**src/rtl/fifo_burst_param.sv**
```systemverilog
// fifo_burst_param: parametrised synchronous FIFO with occupancy count,
// sticky overflow/underflow flags and a burst-read FSM that pops
// burst_len words on consecutive cycles from a single request strobe.
// All command inputs are expected to be 1-cycle strobes.
module fifo_burst_param #(
  parameter int DATA_W = 4,
  parameter int DEPTH  = 16,
  parameter int AW     = $clog2(DEPTH),
  parameter int THRESH = 8
) (
  input  logic              clk,
  input  logic              rst,
  input  logic              wr,
  input  logic              rd,
  input  logic              read_more,
  input  logic [AW:0]       burst_len,
  input  logic              clr_err,
  input  logic [DATA_W-1:0] data_in,
  output logic [DATA_W-1:0] data_out,
  output logic              data_valid,
  output logic [AW:0]       count,
  output logic              fifo_full,
  output logic              fifo_empty,
  output logic              fifo_threshold,
  output logic              overflow,
  output logic              underflow,
  output logic              busy
);

  typedef enum logic [0:0] {
    IDLE  = 1'b0,
    BURST = 1'b1
  } state_t;

  localparam logic [AW-1:0] PTR_ZERO = {AW{1'b0}};
  localparam logic [AW-1:0] PTR_ONE  = AW'(1);
  localparam logic [AW:0]   CNT_ZERO = {(AW+1){1'b0}};
  localparam logic [AW:0]   CNT_ONE  = (AW+1)'(1);
  localparam logic [AW:0]   FULL_CNT = (AW+1)'(DEPTH);
  localparam logic [AW:0]   THR_CNT  = (AW+1)'(THRESH);

  logic [DATA_W-1:0] mem_r [DEPTH];
  logic [AW-1:0]     wptr_r;
  logic [AW-1:0]     rptr_r;
  logic [AW:0]       count_r;
  logic [AW:0]       rem_r;
  state_t            state_r;
  logic [DATA_W-1:0] data_out_r;
  logic              data_valid_r;
  logic              overflow_r;
  logic              underflow_r;

  logic pop_req_s;
  logic pop_ok_s;
  logic pop_err_s;
  logic wr_ok_s;
  logic wr_err_s;
  logic empty_s;
  logic full_s;

  assign empty_s = (count_r == CNT_ZERO);
  assign full_s  = (count_r == FULL_CNT);

  // Pop/write qualification; a same-cycle pop frees a slot for a write into a full FIFO.
  always_comb begin
    pop_req_s = 1'b0;
    case (state_r)
      IDLE:    pop_req_s = rd && !read_more;
      BURST:   pop_req_s = 1'b1;
      default: pop_req_s = 1'b0;
    endcase
    pop_ok_s  = pop_req_s && !empty_s;
    pop_err_s = pop_req_s && empty_s;
    wr_ok_s   = wr && (!full_s || pop_ok_s);
    wr_err_s  = wr && !wr_ok_s;
  end

  // Storage array; not reset, written only when a write is accepted.
  always_ff @(posedge clk) begin
    if (!rst && wr_ok_s) begin
      mem_r[wptr_r] <= data_in;
    end
  end

  // Pointers, occupancy, pop data, sticky errors and burst FSM.
  always_ff @(posedge clk) begin
    if (rst) begin
      wptr_r       <= PTR_ZERO;
      rptr_r       <= PTR_ZERO;
      count_r      <= CNT_ZERO;
      rem_r        <= CNT_ZERO;
      state_r      <= IDLE;
      data_out_r   <= {DATA_W{1'b0}};
      data_valid_r <= 1'b0;
      overflow_r   <= 1'b0;
      underflow_r  <= 1'b0;
    end else begin
      if (wr_ok_s) begin
        wptr_r <= wptr_r + PTR_ONE;
      end
      if (pop_ok_s) begin
        rptr_r     <= rptr_r + PTR_ONE;
        data_out_r <= mem_r[rptr_r];
      end
      data_valid_r <= pop_ok_s;

      case ({wr_ok_s, pop_ok_s})
        2'b10:   count_r <= count_r + CNT_ONE;
        2'b01:   count_r <= count_r - CNT_ONE;
        default: count_r <= count_r;
      endcase

      // A new error in the same cycle as clr_err keeps the flag set.
      if (wr_err_s) begin
        overflow_r <= 1'b1;
      end else if (clr_err) begin
        overflow_r <= 1'b0;
      end
      if (pop_err_s) begin
        underflow_r <= 1'b1;
      end else if (clr_err) begin
        underflow_r <= 1'b0;
      end

      case (state_r)
        IDLE: begin
          if (read_more && (burst_len != CNT_ZERO)) begin
            rem_r   <= burst_len;
            state_r <= BURST;
          end
        end
        BURST: begin
          if (empty_s) begin
            rem_r   <= CNT_ZERO;
            state_r <= IDLE;
          end else if (rem_r == CNT_ONE) begin
            rem_r   <= CNT_ZERO;
            state_r <= IDLE;
          end else begin
            rem_r <= rem_r - CNT_ONE;
          end
        end
        default: begin
          rem_r   <= CNT_ZERO;
          state_r <= IDLE;
        end
      endcase
    end
  end

  assign data_out       = data_out_r;
  assign data_valid     = data_valid_r;
  assign count          = count_r;
  assign fifo_full      = full_s;
  assign fifo_empty     = empty_s;
  assign fifo_threshold = (count_r >= THR_CNT);
  assign overflow       = overflow_r;
  assign underflow      = underflow_r;
  assign busy           = (state_r == BURST);

endmodule

```
**config.mk**
```make
export PLATFORM = sky130hd
export DESIGN_NAME = fifo_burst_param
export DESIGN_NICKNAME = d
export VERILOG_FILES = /design/src/rtl/fifo_burst_param.sv
export SDC_FILE = /design/constraint.sdc
export NUM_CORES = 1
export LEC_CHECK = 0
export ABC_AREA = 1
export CAP_MARGIN = 20
export CORE_AREA = 4 4 103 105
export DETAILED_ROUTE_END_ITERATION = 8
export DIE_AREA = 0 0 107 109
export GPL_TIMING_DRIVEN = 0
export PLACE_DENSITY_LB_ADDON = 0.1
export SETUP_SLACK_MARGIN = 0.4
export SYNTH_ARGS = -nofsm -noshare
export SYNTH_HDL_FRONTEND = slang
export SYNTH_SLANG_ARGS = --single-unit
export TNS_END_PERCENT = 1
```
**constraint.sdc**
```tcl
create_clock -name clk -period 5.2 [get_ports clk]
set_input_delay 1.04 -clock clk [delete_from_list [all_inputs] [get_ports clk]]
set_output_delay 1.04 -clock clk [all_outputs]
set_load 0.02 [all_outputs]
```
# After elaboration in Yosys (flattened, before gate mapping)
# Memory sizes are Yosys's and may differ from the RTL's. A register that Yosys moved wholly into a read port is not among the register bits.
# Index checks and enable logic that the tools add are counted.
# word_totals
reg_bits,22
latchBits,0
mem_bits_rw,64
romBits,0
in_bits,15
output_inout_bits,16
wordCells,54
n_memories,1
# mem_list
name,words,width,read_ports,rd_clocked_by_memory_dff,write_ports,line_no,text
mem_r,16,4,1,1,1,42,logic [DATA_W-1:0] mem_r [DEPTH];
# op_classes
n_addsub,5
multipliers,0
div,0
order_cmp,1
n_eq_ne,5
shift,0
mux,15
bitwise_logic,1
n_reduce_logical,18
# ops
op,n
$pmux 5 s2,2
$mux 5,3
$sub 5x1->5 const B,2
$add 4x1->4 const B,2
$mux 1,8
$logic_and 1x1->1,7
$reduce_bool 2->1,3
$add 5x1->5 const B,1
$eq 5x1->1 const B,1
$eq 5x5->1 const B,1
$ge 5x4->1 const B,1
$logic_not 1->1,5
$logic_not 5->1,1
$reduce_bool 5->1,1
$pmux 1 s2,2
$eq 2x1->1 const B,1
$eq 2x2->1 const B,1
$ne 2x2->1 const B,1
$logic_or 1x1->1,1
$not 1->1,1

# Logic depth before layout (Yosys ltp)
# depth
ltp_word,9
ltp_mapped,14
depth_no_buf,14

# Least setup slack after synthesis
# No wires, ideal clock.
# synth_timing
kind,input port to flip-flop
from,in read_more
to,"reg count_r[4], in the netlist count[4]"
setup_time_ns,0.115
arrival_ns,2.315
required_time_ns,5.085
slack_ns,2.770
path_stages,12
path_buffers,0
path_cell_list,inv_1 > nand2_1 > nand2_4 > nand2_4 > inv_4 > nand2_4 > fa_1 > nand3b_1 > nand3_1 > nand2_1 > a21oi_1 > nor2_1
# synth_between
elab_chain_len,8
elab_cells_between_ends,10
classes_between,eq/ne (2); mux (2); reduce/logical (6)
# synth_rtl
element,line_no,text
"start, declared",15,"input logic read_more,"
$logic_not 1->1 (*),68,IDLE: pop_req_s = rd && !read_more;
$logic_and 1x1->1 (*),68,
$pmux 1 s2 (*),67,case (state_r)
$logic_and 1x1->1 (*),72,pop_ok_s = pop_req_s && !empty_s;
$logic_or 1x1->1,74,wr_ok_s = wr && (!full_s || pop_ok_s);
$logic_and 1x1->1,74,
$eq 2x1->1 or $eq 2x2->1 (tied branches),107,"case ({wr_ok_s, pop_ok_s})"
$pmux 5 s2 or $reduce_bool 2->1 (tied branches),n/a,
"end signal, assigned",108,2'b10: count_r <= count_r + CNT_ONE;
"end signal, assigned",109,2'b01: count_r <= count_r - CNT_ONE;
"end signal, assigned",110,default: count_r <= count_r;
"end, declared",45,logic [AW:0] count_r;
# Every way passes the cells marked *; elsewhere a longest branch is shown, timed or not.
# A chain may end at the register's enable or synchronous reset.

# Final worst setup path
# layout_timing
from,"reg count_r[0], in the netlist count[0]"
to,out fifo_full
# layout_between
elab_chain_len,1
# layout_rtl
element,line_no,text
$eq 5x5->1,62,assign full_s = (count_r == FULL_CNT);
"end, declared",22,"output logic fifo_full,"
# No other way between the ends.

==> impl_metrics.env <==
export IMPL_r2r_end="mem_r[5][3]"
export IMPL_cts_path_max_buffers=2
export IMPL_yosysSeqAreaShare_pct=57.1
export IMPL_power_static_leakage_uw=0.00205
export IMPL_vias_per_cell=4.87
export IMPL_num_vias=3128
export IMPL_clock_latency_ns=0.36
export IMPL_worst_pin_slew_ns=0.754
export IMPL_post_cts_buffers=0
export IMPL_worstPathArrival_ns=1.77
export IMPL_clk_pin_slew_ns=0.09
export IMPL_htreeDepth=3
export IMPL_p_seq_share_pct=42.5
export IMPL_p_sw_share_pct=37.3
export IMPL_synth_seq_cells=90
export IMPL_critPathLaunch="count[0]"
export IMPL_rrSetupSlack_ns=3.18
export IMPL_wl_mm=9.25
export IMPL_cts_tree="done"
export IMPL_synth_area_leaders="edfxtp_1 45%, dfxtp_1 12%, nand2_1 9.3%"
export IMPL_cap_violations=0
export IMPL_numCtsBuffers=9
export IMPL_core_region_area_mm2=0.00964
export IMPL_maxSlewViolCount=0
export IMPL_combPwrFrac_pct=36.8
export IMPL_switchingPower_uw=769
export IMPL_detail_route_antenna_nets=0
export IMPL_area_growth_pct=14.8
export IMPL_crit_type="register to output pin"
export IMPL_synth_largest_area_cell="edfxtp_1"
export IMPL_diodes=0
export IMPL_synth_area_mm2=0.00428
export IMPL_finalCritPeriodShare_pct=54.0
export IMPL_grt_pass1_wl_mm=15.1
export IMPL_drive_above_1_share_pct=9.43
export IMPL_route_detailed_drc=0
export IMPL_ys_types=37
export IMPL_r2r_cells=6
export IMPL_status="finished clean"
export IMPL_wl_per_cell_um=14.4
export IMPL_rsz0062_at_grt="no"
export IMPL_yosysMostFrequentCell="nand2_1"
export IMPL_synth_warnings=0
export IMPL_min_from="overflow"
export IMPL_cp_endpoint="fifo_full"
export IMPL_finClkSkew_ns=0.0118
export IMPL_setup_ws_ns=2.39
export IMPL_io_buffers=30
export IMPL_post_route_util_pct=50.9
export IMPL_p_per_area_mw_per_mm2=421
export IMPL_syn_nets=490
export IMPL_synthTopCellsByCount="106 x nand2_1, 64 x edfxtp_1, 64 x inv_1, 52 x nand3_1, 48 x nor2_1"
export IMPL_yosysTopAreaCellShare_pct=45.0
export IMPL_grt_overflow=0
export IMPL_finalHoldViolCount=0
export IMPL_ioPinCount=31
export IMPL_synthFlopType="edfxtp_1"
export IMPL_grt_max_degree=17
export IMPL_critical_path_required_ns=4.16
export IMPL_start_util_pct=44.4
export IMPL_place_ws_ns=2.08
export IMPL_syn_inst=464
export IMPL_setup_viol=0
export IMPL_drtIter0Drc=147
export IMPL_gp_congestion=0.807
export IMPL_period_minus_slack_ns=2.81
export IMPL_num_rows=36
export IMPL_cp_max_fo=5
export IMPL_place_area_mm2=0.00474
export IMPL_synth_edff_count=64
export IMPL_tns_ns=0
export IMPL_ir_drop_v=0.000188
export IMPL_die_h_um=109
export IMPL_grt_pass1_vias=2891
export IMPL_nets=531
export IMPL_cts_hold_buf=0
export IMPL_r2r_start="count[0]"
export IMPL_hold_path_class="register to register"
export IMPL_holdWs_ns=0.480
export IMPL_max_freq_ghz=0.356
export IMPL_slew_headroom_pct=49.3
export IMPL_die_area_mm2=0.0117
export IMPL_crit_path_start_kind="register"
export IMPL_cts_sinks=90
export IMPL_stdcell_area_mm2=0.00491
export IMPL_p_clk_share_pct=20.7
export IMPL_dp_hpwl_mm=6.63
export IMPL_synthArstFlopShare_pct=0
export IMPL_antenna_found_initial=0
export IMPL_fp_dieW_um=107
export IMPL_clock_root_buffer="clkbuf_8"
export IMPL_avgSynthCellArea_um2=9.21
export IMPL_first_pass_iters=5
export IMPL_worstSetupEndpointType="output pin"
export IMPL_groute_usage_overall_pct=17.0
export IMPL_cts_resized=0
export IMPL_intPower_uw=1300
-- sequential cells by signal, summed over array words and instances, names as in the netlist --
register,flops
rem_r,5
overflow,1
mem_r,64
count,5
busy,1
wptr_r,4
data_out,4
underflow,1
data_valid,1
rptr_r,4
-- cell usage in the layout, fill, tap and decap left out, types with 5 or more instances in the layout --
cell / n
nor3_1: 9
a21oi_1: 11
clkdlybuf4s50_1: 30
nor2_1: 48
o21ai_0: 19
dfxtp_1: 26
buf_2: 5
ha_1: 10
inv_1: 64
edfxtp_1: 64
clkbuf_8: 9
nand2_1: 106
nand3_1: 52
-- cell type report --
type / count / area [µm²]
clock inverters: 6 / 42.5
well taps: 133 / 166
flip-flops and latches: 90 / 2440
clock buffers: 9 / 124
plain buffers: 14 / 88.8
multi-input cells: 290 / 1480
fillers: 941 / 4730
inverters: 70 / 267
repair buffers: 30 / 300
-- how the worst min path moves through the flow --
| stage | end | slack (ns) | cells past startpoint |
|---|---|---|---|
| final | overflow | 0.48 | 2 |
| after global placement | overflow | 0.46 | 2 |
| after detailed placement | overflow | 0.47 | 2 |
| after floorplan | wptr_r[3] | 0.47 | 2 |
| after global routing | overflow | 0.51 | 2 |
| after CTS | overflow | 0.49 | 2 |
-- cell families after synthesis --
family	count (synthesis)	share of synthesized area (%)
AO/OA/AOI/OAI	38	4.98
flip-flops	90	57.1
buffers and inverters	84	8.31
XOR/XNOR	6	1.23
AND/OR/NAND/NOR	235	25.0
adder cells (fa/ha/maj)	11	3.39
-- through the flow --
step                      power, µW  cells
final                          2060    642
after global routing           2210    642
after CTS                      2080    642
after detailed placement       1660    627
after global placement         1650    627
after floorplan                1410    464
-- power groups by stage --
stage	logic, µW	clock network [µW]	registers [µW]
2_1_floorplan	487	0	925
3_3_place_gp	755	0	894
3_5_place_dp	765	0	895
4_1_cts	769	435	879
5_1_grt	855	468	887
6_report	760	427	878
-- metal layers --
layer	GRT usage (%)	part of all wire, %
met3	3.79	6.2
met2	25.8	45
met4	4.47	0.88
met5	0	0
met1	24.7	48
-- critical path, stage by stage, from the launching register on --
cell and delay (ns):
dfxtp_1 0.39, nor2_4 0.17, nand3_2 0.14, inv_1 0.11, clkdlybuf4s50_1 0.60
(Power assumes the default switching activity.)
